[config.mk]
export PLATFORM = sky130hd
export DESIGN_NAME = fft_addr_gen
export DESIGN_NICKNAME = d
export VERILOG_FILES = /design/src/rtl/fft_fsm_pkg.sv /design/src/rtl/fft_fft_bfly_addr.sv /design/src/rtl/fft_addr_gen.sv
export SDC_FILE = /design/constraint.sdc
export NUM_CORES = 1
export LEC_CHECK = 0
export ABC_AREA = 1
export CELL_PAD_IN_SITES_DETAIL_PLACEMENT = 1
export CELL_PAD_IN_SITES_GLOBAL_PLACEMENT = 2
export CORE_MARGIN = 3
export CORE_UTILIZATION = 31
export DETAILED_ROUTE_END_ITERATION = 10
export GPL_TIMING_DRIVEN = 0
export PLACE_DENSITY_LB_ADDON = 0.1
export SLEW_MARGIN = 20
export SYNTH_ARGS = -nofsm -noshare
export SYNTH_HDL_FRONTEND = slang
export SYNTH_SLANG_ARGS = --single-unit
export TNS_END_PERCENT = 1
[constraint.sdc]
create_clock -name clk_i -period 7.2 [get_ports clk_i]
set_clock_uncertainty 0.2 [all_clocks]
set_input_delay 1.08 -clock clk_i [delete_from_list [all_inputs] [get_ports clk_i]]
set_output_delay 1.08 -clock clk_i [all_outputs]
set_load 0.02 [all_outputs]
[src/rtl/fft_fsm_pkg.sv]
// Shared FFT control types: FSM state encoding, latency counter width and
// a width-parameterised bit-reversal helper.
package fft_fsm_pkg;

  typedef enum logic [3:0] {
    IDLE            = 4'd0,
    ACTIVE_WRITE    = 4'd1,
    READ_1          = 4'd2,
    READ_2          = 4'd3,
    COMPUTE_MUL     = 4'd4,
    COMPUTE_ADD_SUB = 4'd5,
    WRITE_RESULT_1  = 4'd6,
    WRITE_RESULT_2  = 4'd7,
    DONE            = 4'd8,
    READ_RAM        = 4'd9
  } state_fsm;

  // Wide enough for any RAM/multiplier/adder latency this datapath will see.
  localparam int LAT_W      = 8;
  localparam int MAX_ADDR_W = 16;

  // Reverses the low w bits of v; bits at and above w return as zero.
  function automatic logic [MAX_ADDR_W-1:0] bitrev(input logic [MAX_ADDR_W-1:0] v,
                                                   input int w);
    logic [MAX_ADDR_W-1:0] r;
    r = '0;
    for (int i = 0; i < MAX_ADDR_W; i++) begin
      if (i < w) begin
        r[i] = v[w-1-i];
      end else begin
        r[i] = 1'b0;
      end
    end
    return r;
  endfunction

endpackage

[src/rtl/fft_fft_bfly_addr.sv]
// Radix-2 DIT butterfly address math: (stage, bfly) -> top/bottom RAM
// addresses and twiddle ROM index. Purely combinational.
module fft_bfly_addr #(
  parameter int LOG2N = 4
) (
  input  logic [LOG2N-1:0] stage_i,
  input  logic [LOG2N-2:0] bfly_i,
  output logic [LOG2N-1:0] top_o,
  output logic [LOG2N-1:0] bot_o,
  output logic [LOG2N-2:0] tw_o
);

  logic [LOG2N-1:0] w_bfly_ext;
  logic [LOG2N-1:0] w_span;
  logic [LOG2N-1:0] w_pos;
  logic [LOG2N-1:0] w_grp;

  // span = distance between butterfly legs; pos/grp split bfly around it.
  always_comb begin
    w_bfly_ext = {1'b0, bfly_i};
    w_span     = LOG2N'(1) << stage_i;
    w_pos      = w_bfly_ext & (w_span - LOG2N'(1));
    w_grp      = w_bfly_ext >> stage_i;
    top_o      = (w_grp << (stage_i + LOG2N'(1))) | w_pos;
    bot_o      = top_o + w_span;
    tw_o       = (LOG2N-1)'(w_pos << (LOG2N'(LOG2N-1) - stage_i));
  end

endmodule

[src/rtl/fft_addr_gen.sv]
// FFT address generator: sequencing counters, RAM addressing, twiddle index
// and phase-end flags returned to the control FSM in the same cycle.
module fft_addr_gen
  import fft_fsm_pkg::*;
#(
  parameter int N_POINTS = 16,
  parameter int LOG2N    = $clog2(N_POINTS),
  parameter int RD_LAT   = 1,
  parameter int MUL_LAT  = 2,
  parameter int ADD_LAT  = 1
) (
  input  logic             clk_i,
  input  logic             rst_ni,
  input  state_fsm         state_i,
  input  logic             en_cnt_samples_i,
  input  logic             en_cnt_rd_i,
  input  logic             wr_mem_i,
  input  logic [LOG2N-1:0] host_addr_i,
  output logic [LOG2N-1:0] ram_addr_o,
  output logic             ram_we_o,
  output logic             res_sel_o,
  output logic [LOG2N-2:0] tw_addr_o,
  output logic [LOG2N-1:0] stage_o,
  output logic [LOG2N-2:0] bfly_o,
  output logic             end_samples_o,
  output logic             end_read_1_o,
  output logic             end_read_2_o,
  output logic             end_compute_mul_o,
  output logic             end_compute_o,
  output logic             end_write_1_o,
  output logic             end_algo_o
);

  localparam int BW = LOG2N - 1;

  logic [LOG2N-1:0] r_s_cnt;
  logic [LOG2N-1:0] r_stage;
  logic [BW-1:0]    r_bfly;
  logic [LAT_W-1:0] r_wcnt;
  state_fsm         r_state_q;
  logic             r_armed;

  logic [LAT_W-1:0] w_wcnt;
  logic [LOG2N-1:0] w_top;
  logic [LOG2N-1:0] w_bot;
  logic [BW-1:0]    w_tw;
  logic [LOG2N-1:0] w_srev;
  logic             w_last_bfly;
  logic             w_last_stage;

  fft_bfly_addr #(.LOG2N(LOG2N)) u_bfly_addr (
    .stage_i (r_stage),
    .bfly_i  (r_bfly),
    .top_o   (w_top),
    .bot_o   (w_bot),
    .tw_o    (w_tw)
  );

  // The first cycle of a new state must already see a zero wait count.
  assign w_wcnt       = (state_i != r_state_q) ? '0 : r_wcnt;
  assign w_last_bfly  = (r_bfly == BW'(N_POINTS/2 - 1));
  assign w_last_stage = (r_stage == LOG2N'(LOG2N - 1));
  assign w_srev       = LOG2N'(bitrev(MAX_ADDR_W'(r_s_cnt), LOG2N));

  // Sample, stage and butterfly counters plus the per-state wait counter.
  always_ff @(posedge clk_i or negedge rst_ni) begin
    if (!rst_ni) begin
      r_s_cnt   <= '0;
      r_stage   <= '0;
      r_bfly    <= '0;
      r_wcnt    <= '0;
      r_state_q <= IDLE;
      r_armed   <= 1'b0;
    end else begin
      r_state_q <= state_i;
      r_wcnt    <= (&w_wcnt) ? w_wcnt : w_wcnt + LAT_W'(1);
      case (state_i)
        IDLE, DONE: begin
          r_s_cnt <= '0;
          r_stage <= '0;
          r_bfly  <= '0;
          r_armed <= 1'b0;
        end
        ACTIVE_WRITE: begin
          if (en_cnt_samples_i) r_s_cnt <= r_s_cnt + LOG2N'(1);
        end
        WRITE_RESULT_1: begin
          if (en_cnt_rd_i) r_armed <= 1'b1;
        end
        WRITE_RESULT_2: begin
          // Only a butterfly committed in WRITE_RESULT_1 may advance.
          if (r_armed) begin
            r_armed <= 1'b0;
            r_bfly  <= r_bfly + BW'(1);
            if (w_last_bfly) r_stage <= w_last_stage ? '0 : r_stage + LOG2N'(1);
          end
        end
        default: ;
      endcase
    end
  end

  // Same-cycle decode of addresses, enables and phase-end flags.
  always_comb begin
    ram_addr_o        = '0;
    ram_we_o          = 1'b0;
    res_sel_o         = 1'b0;
    tw_addr_o         = '0;
    stage_o           = r_stage;
    bfly_o            = r_bfly;
    end_samples_o     = 1'b0;
    end_read_1_o      = 1'b0;
    end_read_2_o      = 1'b0;
    end_compute_mul_o = 1'b0;
    end_compute_o     = 1'b0;
    end_write_1_o     = 1'b0;
    end_algo_o        = 1'b0;
    case (state_i)
      IDLE, DONE: begin
        ram_addr_o = '0;
      end
      READ_RAM: begin
        ram_addr_o = host_addr_i;
      end
      ACTIVE_WRITE: begin
        ram_addr_o    = w_srev;
        ram_we_o      = wr_mem_i;
        end_samples_o = en_cnt_samples_i && (r_s_cnt == LOG2N'(N_POINTS - 1));
      end
      READ_1: begin
        ram_addr_o   = w_top;
        tw_addr_o    = w_tw;
        end_read_1_o = (w_wcnt == LAT_W'(RD_LAT));
      end
      READ_2: begin
        ram_addr_o   = w_bot;
        tw_addr_o    = w_tw;
        end_read_2_o = (w_wcnt == LAT_W'(RD_LAT));
      end
      COMPUTE_MUL: begin
        tw_addr_o         = w_tw;
        end_compute_mul_o = (w_wcnt == LAT_W'(MUL_LAT - 1));
      end
      COMPUTE_ADD_SUB: begin
        tw_addr_o     = w_tw;
        end_compute_o = (w_wcnt == LAT_W'(ADD_LAT - 1));
      end
      WRITE_RESULT_1: begin
        ram_addr_o    = w_top;
        ram_we_o      = wr_mem_i;
        tw_addr_o     = w_tw;
        end_write_1_o = wr_mem_i;
      end
      WRITE_RESULT_2: begin
        ram_addr_o = w_bot;
        ram_we_o   = wr_mem_i;
        res_sel_o  = 1'b1;
        tw_addr_o  = w_tw;
        end_algo_o = w_last_stage && w_last_bfly;
      end
      default: begin
        stage_o = '0;
        bfly_o  = '0;
      end
    endcase
  end

endmodule

After elaboration in Yosys (flattened, before gate mapping). Cells that the tools add are included.

Equality and inequality tests: 18. Shifts and indexed selects: 4. Multiplexer cells: 25. Reductions and logical operators: 19. $add $sub $neg: 7. Bitwise gates (word level): 2.

Operator list (count): 4-bit two-way mux (5); 4-bit by 3-bit equality test with 1-bit output (second input constant) (4); 8-bit two-way mux (2); 4-bit case mux with 2 select lines (2); 4-bit case mux with 4 select lines (1); 4-bit by 2-bit equality test with 1-bit output (second input constant) (3); 4-bit equality test (second input constant) (3); 1-bit two-way mux (10); 10-bit OR reduction (1); 3-bit two-way mux (3); 4-bit by 1-bit adder with 4-bit output (second input constant) (2); 8-bit by 1-bit adder with 8-bit output (second input constant) (1); 8-bit by 1-bit equality test with 1-bit output (second input constant) (1); 8-bit zero test (1); 2-bit inequality test (second input constant) (4); 8-bit AND reduction (1); 3-bit case mux with 2 select lines (1); 2-bit AND reduction (3); 2-bit nonzero test (3); 2-bit OR reduction (3); 3-bit OR reduction (2); 6-bit OR reduction (1); 4-bit adder (1); 3-bit by 4-bit bitwise AND with 4-bit output (1); other kinds (15) (16).

Input port bits: 13. Logic and storage cells: 81. Output and inout port bits: 23. Bits in registers: 24.

Depth between registers and ports, before layout.
Depth in word-level cells: 6. Depth in mapped cells: 19. Depth with buffers taken out: 19.

Modules after synthesis. Synthesis repeated with hierarchy kept, for this count alone.

Cells, all modules: 306. Area total of the unflattened synthesis: 2198.4 µm².

Modules (own cells, without submodules): fft_addr_gen (area an instance 1692.9 µm², seq. area each 600.6 µm², times used 1, cells each 224); fft_bfly_addr (area an instance 505.5 µm², seq. area each 0.0 µm², times used 1, cells each 82).

Worst setup path after synthesis. Ideal clock, no wire load.

Path type: reg-to-output. From: reg r_stage[1]. To: out ram_addr_o[3]. Data arrival time: 2.564 ns. Slack: 3.356 ns. Path buffers: 0. Stages on the path, launching flop included: 15. Data required time: 5.920 ns. Cell sequence: dfrtp_1 > nor2_1 > inv_1 > nor2_1 > inv_1 > ha_1 > or2_2 > nand2_1 > ha_1 > and3_1 > o21ai_0 > nand2_1 > nand3_1 > nand3_1 > nand2_1.

Longest elaborated chain between the ends: 6. Elaborated cells between the ends (all ways): 9. Those cells by class: add/sub: 3; shift: 3; mux: 1; bitwise: 2.

Ends and longest elaborated chain: start, declared (line fft_addr_gen.sv:37) `logic [LOG2N-1:0] r_stage;`; start signal, assigned (line fft_addr_gen.sv:95) `if (w_last_bfly) r_stage <= w_last_stage ? '0 : r_stage + LOG2N'(1);`; parallel branches: the longest is 5 deep, another holds 4-bit by 1-bit adder with 4-bit output; 4-bit case mux with 4 select lines (*) (line fft_addr_gen.sv:118) `case (state_i)`; end, declared (line fft_addr_gen.sv:19) `output logic [LOG2N-1:0] ram_addr_o,`.

Mark *: on every way between the ends.

Worst setup path in the final report.
From: reg r_stage[0]. To: out ram_addr_o[3].

The elaborated chain is that of the path after synthesis.

==> impl_results.md <==
- Root Buffer: clkbuf_8
- Cell taking the most area after synthesis: dfrtp_1
- Yosys top cell area share: roughly 30%
- RSZ-0062 raised after global routing: false
- CP Cell Sequence: buf_2, nand2_1, nor2_1, inv_1, ha_1, or2_2, nand2_1, ha_1, and3_1, nor2_1, o21ai_0, nand2_1, inv_1, nand2_1, nand3_1, nand2_1, clkdlybuf4s50_1
- Largest cells by area after synthesis: dfrtp_1, nand2_1, ha_1
- Peak supply drop: between 0.06 and 0.07 mV
- Slew Limit Fails: 0
- Worst-margin pin slew: roughly 600 ps
- Mapped cell area: 2016 µm²
- Vias/cell: 4.965
- Crit end category: output port
- Power per cell area: approximately 120 nW/µm²
- Max_cap viols: 0
- Startpoint Class: register
- Post-Syn Instances: 290
- First DRT Iteration DRCs: 47
- IO Port Bufs: 35
- Final core occ: 41.17%
- DRC: 0
- Worst Hold Path Cells: 1
- 1st-pass router iterations: 4
- HP Start: r_wcnt[4]$_DFF_PN0_
- Grt total ovfl: 0
- Starting Density: between 30% and 40%
- R2r endpoint: r_wcnt[1]$_DFF_PN0_
- Clk buf depth: 2
- Vias in the first global route: about 2,200
- Reg2Reg Depth: 12
- Lkg Pwr: ~1.2 nW
- Initial antenna violation count: 0
- Most common cell after layout, fill and taps aside: nand2_1
- # rows: 28
- CP required: 5920 ps
- Slew headroom: between 50% and 60%
- Worst Hold Endpoint: r_wcnt[4]$_DFF_PN0_
- Avg Cell Area, Syn: about 7.0 µm²
- Top Ports: 36
- Gr usage total: between 10% and 20%
- Via count: roughly 2,000
- HPWL Detailed: about 4800 µm
- Resized cells post-CTS: 0
- Tot Pwr: 300.8 µW
- Cts hold-fix bufs: 0
- Layout cells sized above 1: about a tenth
- Diodes inserted: 0
- Skew-Pair Late Insertion Delay: around 270 ps
- Synthesized net count: between 300 and 400
- GP Congestion: 0.8184
- WL/cell: about 14 µm
- Die ar.: about 7500 µm²
- Yosys cell types: 33
- Fin crit share: 69.57%
- Min-Delay Path Class: reg2reg
- Final min period: 5009 ps
- Sink Count: 24
- Die Ht: around 87 µm
- Post-route ant nets: 0
- Worst path max stage delay: around 600 ps
- CP max FO: 10
- Post-CTS setup buffers: 0
- Commonest non-fill, non-tap cells in the layout: nand2_1, inv_1, clkdlybuf4s50_1
- Core Area: around 6100 µm²
- Die Width: ~87 µm
- Synth Register Bits: 24
- R2R setup slack: 4880 ps
- Outcome: completed
- Max Fclk: between 150 and 200 MHz
- Hold Fails Final Rpt: 0
- CTS tree: done
- Largest net degree at the start of global routing: 25
- CTS clock-pin slew for the worst setup and hold paths: ~90 ps
- Nets: about 360
- Final Setup Violations: 0
- Critical-path top delay cell: clkdlybuf4s50_1
- Final wirelength: 5792 µm
- Synth Warn #: 0
- Worst R2R Start: r_state_q[2]$_DFF_PN0_
- CTS Buf Count: 3
- CP Class: reg2out
- Total negative slack: 0 ps
- Post-synthesis sequential area ratio: between 20% and 30%
- Critical path arrival: ~3700 ps
- Syn-to-layout area delta: 24.52%
- Global-route wire length before repair: slightly above 10,000 µm
- H-tree Lvls: 1
- Critical Path Most Common Cell: nand2_1
==> metrics by stage <==
| stage | std cells | area, µm² | hold WS (ps) | setup slack (ps) |
|---|---|---|---|---|
| floorplan | 290 | 2016 | 297.5 | 3356 |
| global placement | 400 | 2460 | 321.1 | 2194 |
| detailed placement | 400 | 2455 | 330.9 | 2221 |
| CTS | 404 | 2510 | 343.9 | 2114 |
| global route | 404 | 2510 | 364.0 | 1873 |
| finish | 404 | 2510 | 343.3 | 2191 |
==> logic make-up after synthesis <==
kind of cell | count (synthesis) | synth area share (%)
AOI/OAI and AO/OA | 27 | 7.946
xor gates and xnor gates | 8 | 3.476
adders and majority gates | 13 | 8.442
buffers and inverters | 41 | 7.697
DFF | 24 | 29.80
and+or+nand+nor | 177 | 42.64
==> layer usage <==
layer	vias up	wire length, µm	part of all wire (%)	global-route usage [%]
met3	4	98	1.7	1.616
li1	1021	-	-	-
met2	18	2975	51	31.02
met1	963	2668	46	21.28
met5	-	0	0	0
met4	0	50	0.86	3.824
==> critical path: cells and delay by family (launching register included) <==
| kind | cells | cell delay [ps] |
|---|---|---|
| AO/OA/AOI/OAI | 1 | 80 |
| adder cells (fa/ha/maj) | 2 | 540 |
| AND/OR/NAND/NOR | 10 | 1470 |
| buffers and inverters | 4 | 950 |
| flip-flops | 1 | 420 |
==> synthesized netlist by cell type <==
cell and number:
fa_1 1, dfrtp_1 24, o21ai_1 1, nor2_1 33, a21oi_1 7, o21bai_1 1, o21ai_2 3, nand4_2 1
nand2_2 7, or2_2 1, nor2_8 1, nand3_4 1, a221oi_1 1, nand4_1 10, buf_2 1, nand2_1 78
o211ai_1 1, and3_1 1, nor3_1 5, inv_2 3, xnor2_1 1, xor2_1 7, o21ai_0 10, inv_1 37
nor2_4 5, nand3_2 4, nor4_1 1, o22ai_1 1, a31oi_1 1, nor2_2 1, a211oi_1 1, nand3_1 28
ha_1 12
==> state kept, by name, indices dropped and copies added, names as in the netlist <==
register	cells
r_armed	1
r_bfly	3
r_s_cnt	4
r_stage	4
r_state_q	4
r_wcnt	8
==> area by class of cell <==
type	instances	area (µm²)
fill	794	3586
multi-input combinational	225	1260
sequential	24	600.6
timing repair buffer	35	345.3
inverter	40	150.1
tap	75	93.84
clock buffer	4	55.05
buffer	1	5.005
==> power by group <==
group | total, mW | switching (mW) | internal [mW] | leakage [nW]
Sequential | 0.144 | 0.00459 | 0.139 | 0.319
Combinational | 0.0621 | 0.0396 | 0.0224 | 0.856
Clock | 0.0949 | 0.0460 | 0.0489 | 0.0288
==> worst max-delay path by stage <==
stage                           start       endpoint  slack [ps]
2_1_floorplan  r_stage[1]$_DFFE_PN0P_  ram_addr_o[3]        3360
3_3_place_gp               state_i[3]   end_read_1_o        2190
3_5_place_dp               state_i[3]   end_read_1_o        2220
4_1_cts        r_stage[0]$_DFFE_PN0P_  ram_addr_o[3]        2110
5_1_grt        r_stage[0]$_DFFE_PN0P_  ram_addr_o[3]        1870
6_report       r_stage[0]$_DFFE_PN0P_  ram_addr_o[3]        2190
No activity file was read; power rests on OpenSTA's default activity.
==> RTL edit 1, RTL diff (same flow settings) <==
Make the reset (`rst_ni`) synchronous in one clocked block.
--- a/src/rtl/fft_addr_gen.sv
+++ b/src/rtl/fft_addr_gen.sv
@@ -65,3 +65,3 @@
   // Sample, stage and butterfly counters plus the per-state wait counter.
-  always_ff @(posedge clk_i or negedge rst_ni) begin
+  always_ff @(posedge clk_i) begin
     if (!rst_ni) begin
Check against the original RTL: differs if rst_ni is asserted again (counterexample within 4 cycles, from zero or initial values and one cycle with rst_ni low); with rst_ni held inactive, the same outputs for 10 cycles.
==> RTL edit 1 against the unedited design <==
  * Wire length is 0.24% lower
  * Setup slack worse by 0.13 ns
  * Synthesized area down 2.9%
  * Sequential cell count unchanged
  * Total power rose by 0.44%
  * Sequential power down 5%
  * Register-to-register slack worse by 0.08 ns
  * Final area shrank 1.9%
  * Highest routed layer unchanged
==> RTL edit 1: results (changes against the unedited design) <==
** Outcome
- Result of the run: completed (unchanged).

** Placement
- Worst slack, placed :: 2.270 ns (was 2.221 ns)
- The number of placed cells counting well taps came to 422 (was 400).
- Sum of net half-perimeters after detailed placement :: 4.704 mm (was 4.803 mm)
- The cell area after placement came to 0.002391 mm² (was 0.002455 mm²).
- Count of input and output buffers :: 34 (was 35)
- The global placer's final weighted congestion is 0.8251 (was 0.8184).

** Critical path
- WP data arrival :: 3.86 ns (was 3.73 ns)
- Top fanout value on the critical path :: 7 (was 10)
- The launching point of the worst reg2reg path is r_state_q[1]$_SDFF_PN0_ (was r_state_q[2]$_DFF_PN0_).
- The depth of the worst register-to-register path came to 15 (was 12).
- The capture instance of the worst register-to-register path is r_wcnt[5]$_SDFF_PN0_ (was r_wcnt[1]$_DFF_PN0_).
- The startpoint of the worst setup timing path was r_stage[1]$_SDFFE_PN0P_ (was r_stage[0]$_DFFE_PN0P_).
- Minimum setup slack among reg-to-reg paths :: 4.80 ns (was 4.88 ns)

** Layout
- Number of flip-flops under the largest register name :: 8 (unchanged)
- The number of nets at the end of the flow came to 378 (was 356).
- The multi-input combinational cell area was 0.001257 mm² (was 0.001260 mm²).
- The count of placed standard cells in the final layout, fillers left out is 426 (was 404).

** Global routing
- The wire length of the first global-routing pass is 10.07 mm (was 10.32 mm).
- The global-route usage over all layers was 0.1676 (was 0.1692).
- The pin count of the biggest net entering global routing came to 15 (was 25).

** Timing
- Worst Max-Slew Pin Slew :: 0.7546 ns (was 0.5998 ns)

** Yosys
- Commonest register cell after synthesis :: sky130_fd_sc_hd__dfxtp_1 (was sky130_fd_sc_hd__dfrtp_1)
- The sequential-to-total area share from yosys stat came to 0.2455 (was 0.2980).
- The number of distinct standard cells referenced by the synthesized netlist is 36 (was 33).
- Post-Synthesis Net Count :: 339 (was 316)
- Top cells by area in the synthesized netlist :: sky130_fd_sc_hd__dfxtp_1, sky130_fd_sc_hd__nand2_1, sky130_fd_sc_hd__inv_1, sky130_fd_sc_hd__ha_1, sky130_fd_sc_hd__nor2_1 (was sky130_fd_sc_hd__dfrtp_1, sky130_fd_sc_hd__nand2_1, sky130_fd_sc_hd__ha_1, sky130_fd_sc_hd__nand3_1, sky130_fd_sc_hd__inv_1)
- Most instantiated cells after synthesis :: sky130_fd_sc_hd__nand2_1, sky130_fd_sc_hd__inv_1, sky130_fd_sc_hd__nor2_1 (unchanged)
- The number of cells produced by synthesis was 313 (was 290).

** Power
- Worst vdd ir :: 0.07916 mV (was 0.06359 mV)
- The leakage power of the design is 0.001147 µW (was 0.001203 µW).
- Int Pwr :: 226.3 µW (was 210.6 µW)

** Detailed routing
- 1st-iter DRT viols :: 41 (was 47)
- The total number of vias was 2076 (was 2006).
==> RTL edit 1: cell type report <==
type	count	share of cell area
Timing Repair Buffer	34	0.1382
Inverter	52	0.07927
Sequential cell	24	0.1951
Buffer	4	0.009654
Tap cell	75	0.03811
Clock buffer	3	0.01677
Clock inverter	1	0.01220
Multi-Input combinational cell	233	0.5107
==> RTL edit 1: worst max-delay path, cell delays in order, from the launching register on <==
cell and delay, ns:
sky130_fd_sc_hd__dfxtp_1 0.39, sky130_fd_sc_hd__nor2_1 0.23, sky130_fd_sc_hd__inv_1 0.09, sky130_fd_sc_hd__nor2_1 0.33, sky130_fd_sc_hd__inv_1 0.08, sky130_fd_sc_hd__ha_1 0.20
sky130_fd_sc_hd__inv_1 0.07, sky130_fd_sc_hd__a21oi_1 0.06, sky130_fd_sc_hd__o21ai_0 0.13, sky130_fd_sc_hd__o311ai_0 0.30, sky130_fd_sc_hd__ha_1 0.40, sky130_fd_sc_hd__a21oi_1 0.15
sky130_fd_sc_hd__nand2_1 0.08, sky130_fd_sc_hd__xor2_1 0.18, sky130_fd_sc_hd__nand3b_1 0.13, sky130_fd_sc_hd__nand3_1 0.08, sky130_fd_sc_hd__nand2_1 0.06, sky130_fd_sc_hd__clkdlybuf4s50_1 0.60
==> RTL edit 1: kinds of logic after synthesis <==
logic type / synth area share
flops: 0.2455
fa+ha+maj: 0.08695
buf+inv: 0.1119
simple gates: 0.4214
compound gates: 0.1164
xor+xnor: 0.01791
==> RTL edit 1: power by group through the flow <==
stage               combinational [µW]  sequential [µW]  clock [µW]
global route                      51.8              137         131
finish                            45.6              137         120
global placement                  45.8              140           0
detailed placement                46.1              140           0
CTS                               46.3              137         126
floorplan                         26.8              139           0
==> RTL edit 1: how the worst min path moves through the flow <==
stage	slack (ns)	end	startpoint	depth (start not counted)
6_report	0.26	r_wcnt[6]$_SDFF_PN0_	r_wcnt[7]$_SDFF_PN0_	2
5_1_grt	0.31	r_wcnt[6]$_SDFF_PN0_	r_wcnt[7]$_SDFF_PN0_	2
4_1_cts	0.27	r_wcnt[6]$_SDFF_PN0_	r_wcnt[7]$_SDFF_PN0_	2
3_5_place_dp	0.26	r_wcnt[6]$_SDFF_PN0_	r_wcnt[7]$_SDFF_PN0_	2
3_3_place_gp	0.25	r_wcnt[6]$_SDFF_PN0_	r_wcnt[7]$_SDFF_PN0_	2
2_1_floorplan	0.24	r_wcnt[6]$_SDFF_PN0_	r_wcnt[7]$_SDFF_PN0_	2
==> RTL edit 1: routing by layer <==
layer	track usage	part of all wire	up-vias
li1	-	-	1095
met1	0.2430	0.54	947
met2	0.2655	0.41	32
met3	0.03592	0.045	2
met4	0.01295	0.0014	0
met5	0	0	-
==> RTL edit 2, RTL diff (same settings) <==
Made on the original files. `N_POINTS`: 16 -> 32.
--- a/src/rtl/fft_addr_gen.sv
+++ b/src/rtl/fft_addr_gen.sv
@@ -5,3 +5,3 @@
 #(
-  parameter int N_POINTS = 16,
+  parameter int N_POINTS = 32,
   parameter int LOG2N    = $clog2(N_POINTS),
Interface: changed (5 resized); port bits go from 36 to 41. No check against the original RTL was run, so the function may have changed too.
==> RTL edit 2 against the unedited design <==
  * Sequential share of layout area down 1.9 points
  * First-iteration DRC count grew 68%
  * Wire length grew 29%
  * Sequential cell count grew 3
  * Synthesized cell count up 29%
  * Total power increased by 24%
  * Count of clock-buffer cells in the layout decreased by 1
  * Sequential power rose by 13%
  * Synthesized area grew 24%
  * Clock power grew 2.8%
  * Non-clock buffer count up 14
  * Setup slack lost 0.42 ns
  * Final area up 22%
  * Critical endpoint is now ram_addr_o[4]
  * Highest routed layer unchanged
==> RTL edit 2: results (changes against the unedited design) <==
** Global routing
- Largest net degree at the start of global routing :: 28 (was 25)
- Via count of the first global-routing pass :: 2604 (was 2167)
- The global-route met1 utilization is 0.2368 (was 0.2128).
- The met3 capacity usage during global routing was 0.01815 (was 0.01616).
- Global routing met2 resource utilization :: 0.2999 (was 0.3102)
- The global-route usage over all layers was 0.1764 (was 0.1692).
- Global-route wire length before repair :: 12.70 mm (was 10.32 mm)

** Critical path
- Top fanout value on the critical path :: 8 (was 10)
- The worst path arrival time is 4.15 ns (was 3.73 ns).
- The slowest cell on the critical path was sky130_fd_sc_hd__clkdlybuf4s50_1 (unchanged).
- The family of cells with the greatest summed delay on the critical path is buffers and inverters (was simple AND/OR/NAND/NOR gates).

** Yosys
- Top cells by area in the synthesized netlist :: sky130_fd_sc_hd__dfrtp_1, sky130_fd_sc_hd__nand2_1, sky130_fd_sc_hd__inv_1, sky130_fd_sc_hd__nor2_1, sky130_fd_sc_hd__nand3_1 (was sky130_fd_sc_hd__dfrtp_1, sky130_fd_sc_hd__nand2_1, sky130_fd_sc_hd__ha_1, sky130_fd_sc_hd__nand3_1, sky130_fd_sc_hd__inv_1)
- Most instantiated cells after synthesis :: sky130_fd_sc_hd__nand2_1, sky130_fd_sc_hd__inv_1, sky130_fd_sc_hd__nor2_1 (unchanged)
- The post-synth net total came to 403 (was 316).
- Sequential element share of the synthesized area :: 0.2714 (was 0.2980)
- Area leader, netlist :: sky130_fd_sc_hd__dfrtp_1 (unchanged)
- The number of distinct standard cells referenced by the synthesized netlist was 34 (was 33).
- Gate count after technology mapping :: 375 (was 290)

** CTS
- Register clock-pin slew on the reported worst setup and hold paths :: 0.12 ns (was 0.09 ns)
- H-tree Lvls :: 1 (unchanged)
- The maximum root-to-sink buffer count came to 2 (unchanged).
- The worst-skew pair later-pin latency came to 0.29 ns (was 0.27 ns).
- The total clock buffers created by CTS is 3 (unchanged).

** Power
- The leakage power of the design was 0.001498 µW (was 0.001203 µW).
- Worst vdd ir :: 0.07049 mV (was 0.06359 mV)

** Detailed routing
- Detail-routed via count per cell :: 4.854 (was 4.965)
- The total iterations of the first detailed-routing run is 4 (unchanged).
- Via count of the routed design :: 2529 (was 2006)
- Drt total wl :: 7.465 mm (was 5.792 mm)
- The DRC marker count from the first detailed-route iteration came to 79 (was 47).

** Outcome
- Result of the run :: completed (unchanged)

** Placement
- Count of input and output buffers :: 40 (was 35)
- Sum of net half-perimeters after detailed placement :: 6.168 mm (was 4.803 mm)
- Worst slack, placed :: 2.086 ns (was 2.221 ns)
- The number of placed cells counting well taps was 517 (was 400).
- The global placer's final weighted congestion is 0.8510 (was 0.8184).

** Layout
- Nets :: 448 (was 356)
- The layout cell share with drive strength beyond 1 came to 0.09069 (was 0.1003).

** Timing
- The transition time of the tightest slew-check pin was 0.7460 ns (was 0.5998 ns).
## RTL edit 2: cell types whose count changed after synthesis, sizes merged, moves of 5 or more
cell and change:
nor2 +20, buf +6, nand3 +5, nor3 +7, inv +21, o22ai +5
## RTL edit 2: final cells by class
type / count / area (µm²)
fill: 1034 / 4705
multi-input combinational: 277 / 1530
sequential: 27 / 675.6
timing repair buffer: 40 / 395.4
inverter: 61 / 229.0
tap: 102 / 127.6
buffer: 10 / 55.05
clock buffer: 3 / 41.29
clock inverter: 1 / 8.758
## RTL edit 2: cells by family after synthesis
family	share of synthesized area
AOI/OAI and AO/OA	0.09900
xor gates and xnor gates	0.03518
adders and majority gates	0.07337
buffers and inverters	0.1141
DFF	0.2714
and+or+nand+nor	0.4070
## RTL edit 2: tightest hold or removal path, delay by kind of cell (launching register included)
family	cells	cell delay, ns
DFF	1	0.40
buffers and inverters	1	0.08
AOI/OAI and AO/OA	1	0.07
## RTL edit 2: per-stage QoR
stage | hold slack (ns) | cell area (µm²) | power [µW]
2_1_floorplan | 0.3052 | 2490 | 232.9
3_3_place_gp | 0.3496 | 3018 | 277.8
3_5_place_dp | 0.3598 | 3013 | 278.6
4_1_cts | 0.3821 | 3063 | 375.2
5_1_grt | 0.4121 | 3063 | 398.1
6_report | 0.3733 | 3063 | 371.8
## RTL edit 2: power by group
part           total [µW]  switching, µW  internal [µW]  leakage [µW]
Clock                97.6           56.8           40.8     0.0000261
Sequential            163           5.40            158      0.000361
Combinational         111           70.9           40.1       0.00111
## RTL edit 2: layer usage
metal,vias up,wire (µm)
met3,9,189
met1,1179,3573
met2,36,3587
met4,0,114
li1,1305,-
met5,-,0
## RTL edit 2: final timing paths
path                                             start  cells after the start               endpoint
worst min-delay path               r_armed$_DFFE_PN0P_                      2    r_armed$_DFFE_PN0P_
worst min register to register     r_armed$_DFFE_PN0P_                      2    r_armed$_DFFE_PN0P_
worst max register to register  r_state_q[1]$_DFF_PN0_                     12    r_wcnt[0]$_DFF_PN0_
worst max-delay path            r_stage[1]$_DFFE_PN0P_                     18          ram_addr_o[4]
max in group asynchronous                       rst_ni                      1  r_bfly[0]$_DFFE_PN0P_
min in group asynchronous                       rst_ni                      1    r_wcnt[7]$_DFF_PN0_
